<file path="src/rtl/random_range_gen.sv">
// Free-running Galois LFSR with a request/ack draw engine that returns values uniform in [0, RANGE-1].
// Rejection sampling retries up to MAX_TRIES times, then folds the candidate back into range.
module random_range_gen #(
    parameter int                LFSR_W    = 32,
    parameter logic [LFSR_W-1:0] TAPS      = 32'h80200003,
    parameter logic [LFSR_W-1:0] SEED      = 32'hACE12024,
    parameter int                RANGE     = 24,
    parameter int                OUT_W     = 8,
    parameter int                MAX_TRIES = 4
) (
    input  logic              clk,
    input  logic              reset,
    input  logic              seed_load,
    input  logic [LFSR_W-1:0] seed_in,
    input  logic              req,
    output logic              ready,
    output logic              rnd_valid,
    output logic [OUT_W-1:0]  rnd_out,
    input  logic              rnd_ack,
    output logic [LFSR_W-1:0] lfsr_state
);

    localparam int         K       = (RANGE > 1) ? $clog2(RANGE) : 1;
    localparam int         KP1     = K + 1;
    localparam logic [K:0] RANGE_K = KP1'(RANGE);
    localparam logic [3:0] MAX_T   = 4'(MAX_TRIES);

    typedef enum logic [1:0] {
        IDLE = 2'd0,
        DRAW = 2'd1,
        HOLD = 2'd2
    } state_t;

    state_t              state, state_nxt;
    logic [3:0]          tries, tries_nxt;
    logic [LFSR_W-1:0]   lfsr, lfsr_nxt;
    logic [OUT_W-1:0]    rnd_out_nxt;
    logic                rnd_valid_nxt;
    logic [K-1:0]        cand;

    function automatic logic [LFSR_W-1:0] lfsr_step(input logic [LFSR_W-1:0] v);
        return v[0] ? ((v >> 1) ^ TAPS) : (v >> 1);
    endfunction

    // A rejected candidate lies in [RANGE, 2^K) and 2^K < 2*RANGE, so one subtraction lands in range.
    function automatic logic [OUT_W-1:0] fold(input logic [K-1:0] c);
        logic [K:0] diff;
        diff = {1'b0, c} - RANGE_K;
        return OUT_W'(diff[K-1:0]);
    endfunction

    assign cand       = lfsr[K-1:0];
    assign ready      = (state == IDLE);
    assign lfsr_state = lfsr;

    always_comb begin
        if (seed_load) begin
            lfsr_nxt = (seed_in == '0) ? SEED : seed_in;
        end else begin
            lfsr_nxt = lfsr_step(lfsr);
        end
    end

    always_comb begin
        state_nxt     = state;
        tries_nxt     = tries;
        rnd_out_nxt   = rnd_out;
        rnd_valid_nxt = rnd_valid;
        case (state)
            IDLE: begin
                if (req) begin
                    state_nxt = DRAW;
                    tries_nxt = 4'd0;
                end
            end
            DRAW: begin
                if ({1'b0, cand} < RANGE_K) begin
                    rnd_out_nxt   = OUT_W'(cand);
                    rnd_valid_nxt = 1'b1;
                    state_nxt     = HOLD;
                end else if (tries < MAX_T) begin
                    tries_nxt = tries + 4'd1;
                end else begin
                    rnd_out_nxt   = fold(cand);
                    rnd_valid_nxt = 1'b1;
                    state_nxt     = HOLD;
                end
            end
            HOLD: begin
                if (rnd_ack) begin
                    rnd_valid_nxt = 1'b0;
                    state_nxt     = IDLE;
                end
            end
            default: begin
                state_nxt     = IDLE;
                rnd_valid_nxt = 1'b0;
            end
        endcase
    end

    always_ff @(posedge clk or negedge reset) begin
        if (!reset) begin
            lfsr      <= SEED;
            state     <= IDLE;
            tries     <= 4'd0;
            rnd_valid <= 1'b0;
            rnd_out   <= '0;
        end else begin
            lfsr      <= lfsr_nxt;
            state     <= state_nxt;
            tries     <= tries_nxt;
            rnd_valid <= rnd_valid_nxt;
            rnd_out   <= rnd_out_nxt;
        end
    end

endmodule

</file>
<file path="config.mk">
export PLATFORM = sky130hd
export DESIGN_NAME = random_range_gen
export DESIGN_NICKNAME = d
export VERILOG_FILES = /design/src/rtl/random_range_gen.sv
export SDC_FILE = /design/constraint.sdc
export NUM_CORES = 1
export LEC_CHECK = 0
export ABC_CLOCK_PERIOD_IN_PS = 3520
export CAP_MARGIN = 20
export CORE_MARGIN = 10
export CORE_UTILIZATION = 45
export CTS_CLUSTER_SIZE = 16
export DETAILED_ROUTE_END_ITERATION = 16
export GPL_ROUTABILITY_DRIVEN = 0
export PLACE_DENSITY_LB_ADDON = 0.05
export SLEW_MARGIN = 20
export SYNTH_ARGS = -nofsm -noshare
export SYNTH_HDL_FRONTEND = slang
export SYNTH_SLANG_ARGS = --single-unit
export TNS_END_PERCENT = 50
</file>
<file path="constraint.sdc">
create_clock -name clk -period 3.52 [get_ports clk]
set_clock_uncertainty 0.2 [all_clocks]
set_input_delay 0.88 -clock clk [delete_from_list [all_inputs] [get_ports clk]]
set_output_delay 0.88 -clock clk [all_outputs]
set_load 0.05 [all_outputs]
</file>
==> results.md <==
- 1st-iter DRT viols: 55
- Chip height: roughly 85 um
- Most used flip-flop cell after synthesis: dfrtp_1
- Arr. time, crit path: 1820 ps
- Cells along the critical path: nor2_1 -> clkdlybuf4s50_1
- Latest clock arrival within the worst-skew pair: between 200 and 300 ps
- Cell with the biggest individual delay on the critical path: clkdlybuf4s50_1
- Number of cell rows: 23
- Number of buffers added by the clock tree synthesis step: 5
- Met3 global-route usage: about 6.3%
- Layout overhead on the synthesized area: 45.1%
- Placed Instance Area: 2660 um^2
- Clock tree from TritonCTS: built
- Synthesis warning total: 0
- DRT antenna net count: 0
- Global-route wire length before repair: 8510 um
- Largest net degree at the start of global routing: between 40 and 50
- Placed instance count: 276
- Number of nets in the layout: 271
- Most used routing layer in global routing: met2
- Flops & latches, synth: 44
- Global routing usage summed across all routing layers: 14.5%
- Final HPWL from detailed placement: 3980 um
- Sum Neg Setup Slack: 0 ps
- Number of port buffers: 75
- Count of final hold-check violations: 0
- I/O pin count: 79
- Number of distinct library cells after synthesis: 32
- Number of detailed-route iterations in the first pass: 4
- Most common cell after layout, fill and taps aside: clkdlybuf4s50_1
- Via total after detailed routing: 1486
- Critical-path maximum fanout: 11
- Crit-path max cell delay: roughly 830 ps
- Met2 usage in global routing: 24.3%
- Number of antenna violations at the first check in global routing: 0
- Worst-case vdd ir drop: 0.262 mV
- Start of the worst register-to-register path: lfsr_state[3]
- Launching element type of the critical path: register
- Cell at the root of the clock tree: clkbuf_8
- Final Cycle Share: 82.3%
- Result of the run: complete, no violations
- Fraction of final layout cells sized beyond drive strength 1: 20.5%
- Power density relative to cell area: around 650 nW/um^2
- Critical path class: register to primary output
- Cells after synthesis: around 160
- Unrepaired setup endpoints after global routing: no
- Synth Cell Area: about 1900 um^2
- Cell area after layout: 2760 um^2
- Total inserted antenna cells: 0
- Residual overflow from global routing: 0
- Final setup violation count: 0
- Detailed Route WL: 5180 um
- Total of max-cap violations: 0
- Met1 capacity usage during global routing: 16.2%
- Standard cell core area: between 4000 and 5000 um^2
- Fmax: 345 MHz
- Die Footprint: 7230 um^2
- Mean post-synth cell area: between 10 and 15 um^2
- Clock net sink count: 44
- Endpoint class of the critical path: primary output
- Via count of the first global-routing pass: 1688
- Maximum buffer depth of the clock tree: 2
- Clk slew on worst S/H paths: approximately 80 ps
- Ratio of routed vias to standard cells: 5.23
- Slew at the pin with the worst max-slew slack: 944 ps
- Worst rel slew slack: 37.1%
- Drc violations: 0
- Total of hold buffers inserted after clock tree synthesis: 0
- Clock H-tree levels: 2
- Async set or reset register ratio after synthesis: 100%
- Starting density of the core: 46.9%
- Sequential area share after synthesis: between 50% and 60%
- Min-delay src: lfsr_state[23]
- Fin cells: 284
- Max Transition Viols Final: 0
- CP Launch Point: state[1]
- Required time at the endpoint of the critical path: 2440 ps
- Min-delay worst type: register to register
- Post-route minimum period: 2900 ps
- Leakage: around 1.2 nW
- # Post-CTS Setup Buffers: 0
- DIE WIDTH: 85.1 um
- Most frequent cells in the layout: clkdlybuf4s50_1, dfrtp_1, mux2_2, nor2_1, inv_1
- Number of synthesized flops with an enable pin: 0
- CTS resizes: 0
- Routed wirelength normalized by instance count: 18.2 um
cell families after synthesis:
family | Yosys count | share of synthesized area, %
compound gates | 24 | 7.36
xor+xnor | 3 | 1.38
fa+ha+maj | 1 | 0.657
buf+inv | 24 | 5.91
flops | 44 | 58.5
mux | 25 | 14.7
other cells | 1 | 0.197
simple gates | 37 | 11.2
synth_stat cells, types with 2 or more instances:
master / count / share of area [%]
inv_1: 14 / 2.8
dfstp_2: 11 / 15
a31oi_1: 11 / 3.6
nor2b_1: 2 / 0.66
buf_4: 3 / 1.2
dfrtp_1: 33 / 43
buf_2: 3 / 0.79
nor4_1: 7 / 2.3
o21ai_0: 8 / 2.1
nor2_1: 15 / 3.0
a21oi_1: 3 / 0.79
nand2_1: 3 / 0.59
nand4_1: 2 / 0.66
xnor2_1: 2 / 0.92
mux2_2: 24 / 14
clkbuf_1: 2 / 0.39
critical path: cells and delay by family (launching register included):
family,cells,cell delay [ps]
flops,1,520
simple gates,1,170
buf+inv,1,830
layer usage:
layer / routed length (um) / up-vias
li1: - / 693
met1: 2010 / 739
met2: 2690 / 49
met3: 444 / 5
met4: 38 / 0
met5: 0 / -
state kept, by name (all words and copies together), names as in the netlist:
register,flops
tries,4
state,2
rnd_out,5
rnd_valid,1
lfsr_state,32
stage by stage:
stage	util, %	hold slack, ps	worst slack [ps]	power, mW
after detailed placement	65.4	295	646	1.42
after CTS	68.1	304	616	1.80
after global placement	65.4	278	687	1.40
after floorplan	-	271	1190	1.15
final	68.1	298	624	1.78
after global routing	68.1	329	569	1.87
layout make-up:
| cell class | instances | area (um^2) |
|---|---|---|
| Multi-Input combinational cell | 93 | 684 |
| Tap cell | 50 | 62.6 |
| Clock buffer | 6 | 72.6 |
| Fill cell | 309 | 1290 |
| Timing Repair Buffer | 75 | 741 |
| Sequential cell | 44 | 1110 |
| Inverter | 14 | 52.6 |
| Clock inverter | 2 | 35.0 |
final timing paths:
kind	endpoint	slack, ps	cells past startpoint
min reg2reg	lfsr_state[22]	300	2
max in group asynchronous	lfsr_state[18]	2000	1
min in group asynchronous	rnd_out[1]	530	1
max	ready	620	2
max reg2reg	rnd_out[3]	1800	3
min	lfsr_state[22]	300	2
power by group:
part / switching, mW / leakage, nW / internal (mW)
registers: 0.0823 / 0.512 / 0.610
clock network: 0.168 / 0.0552 / 0.211
logic: 0.442 / 0.591 / 0.271
Power figures use the tool's default switching activity.
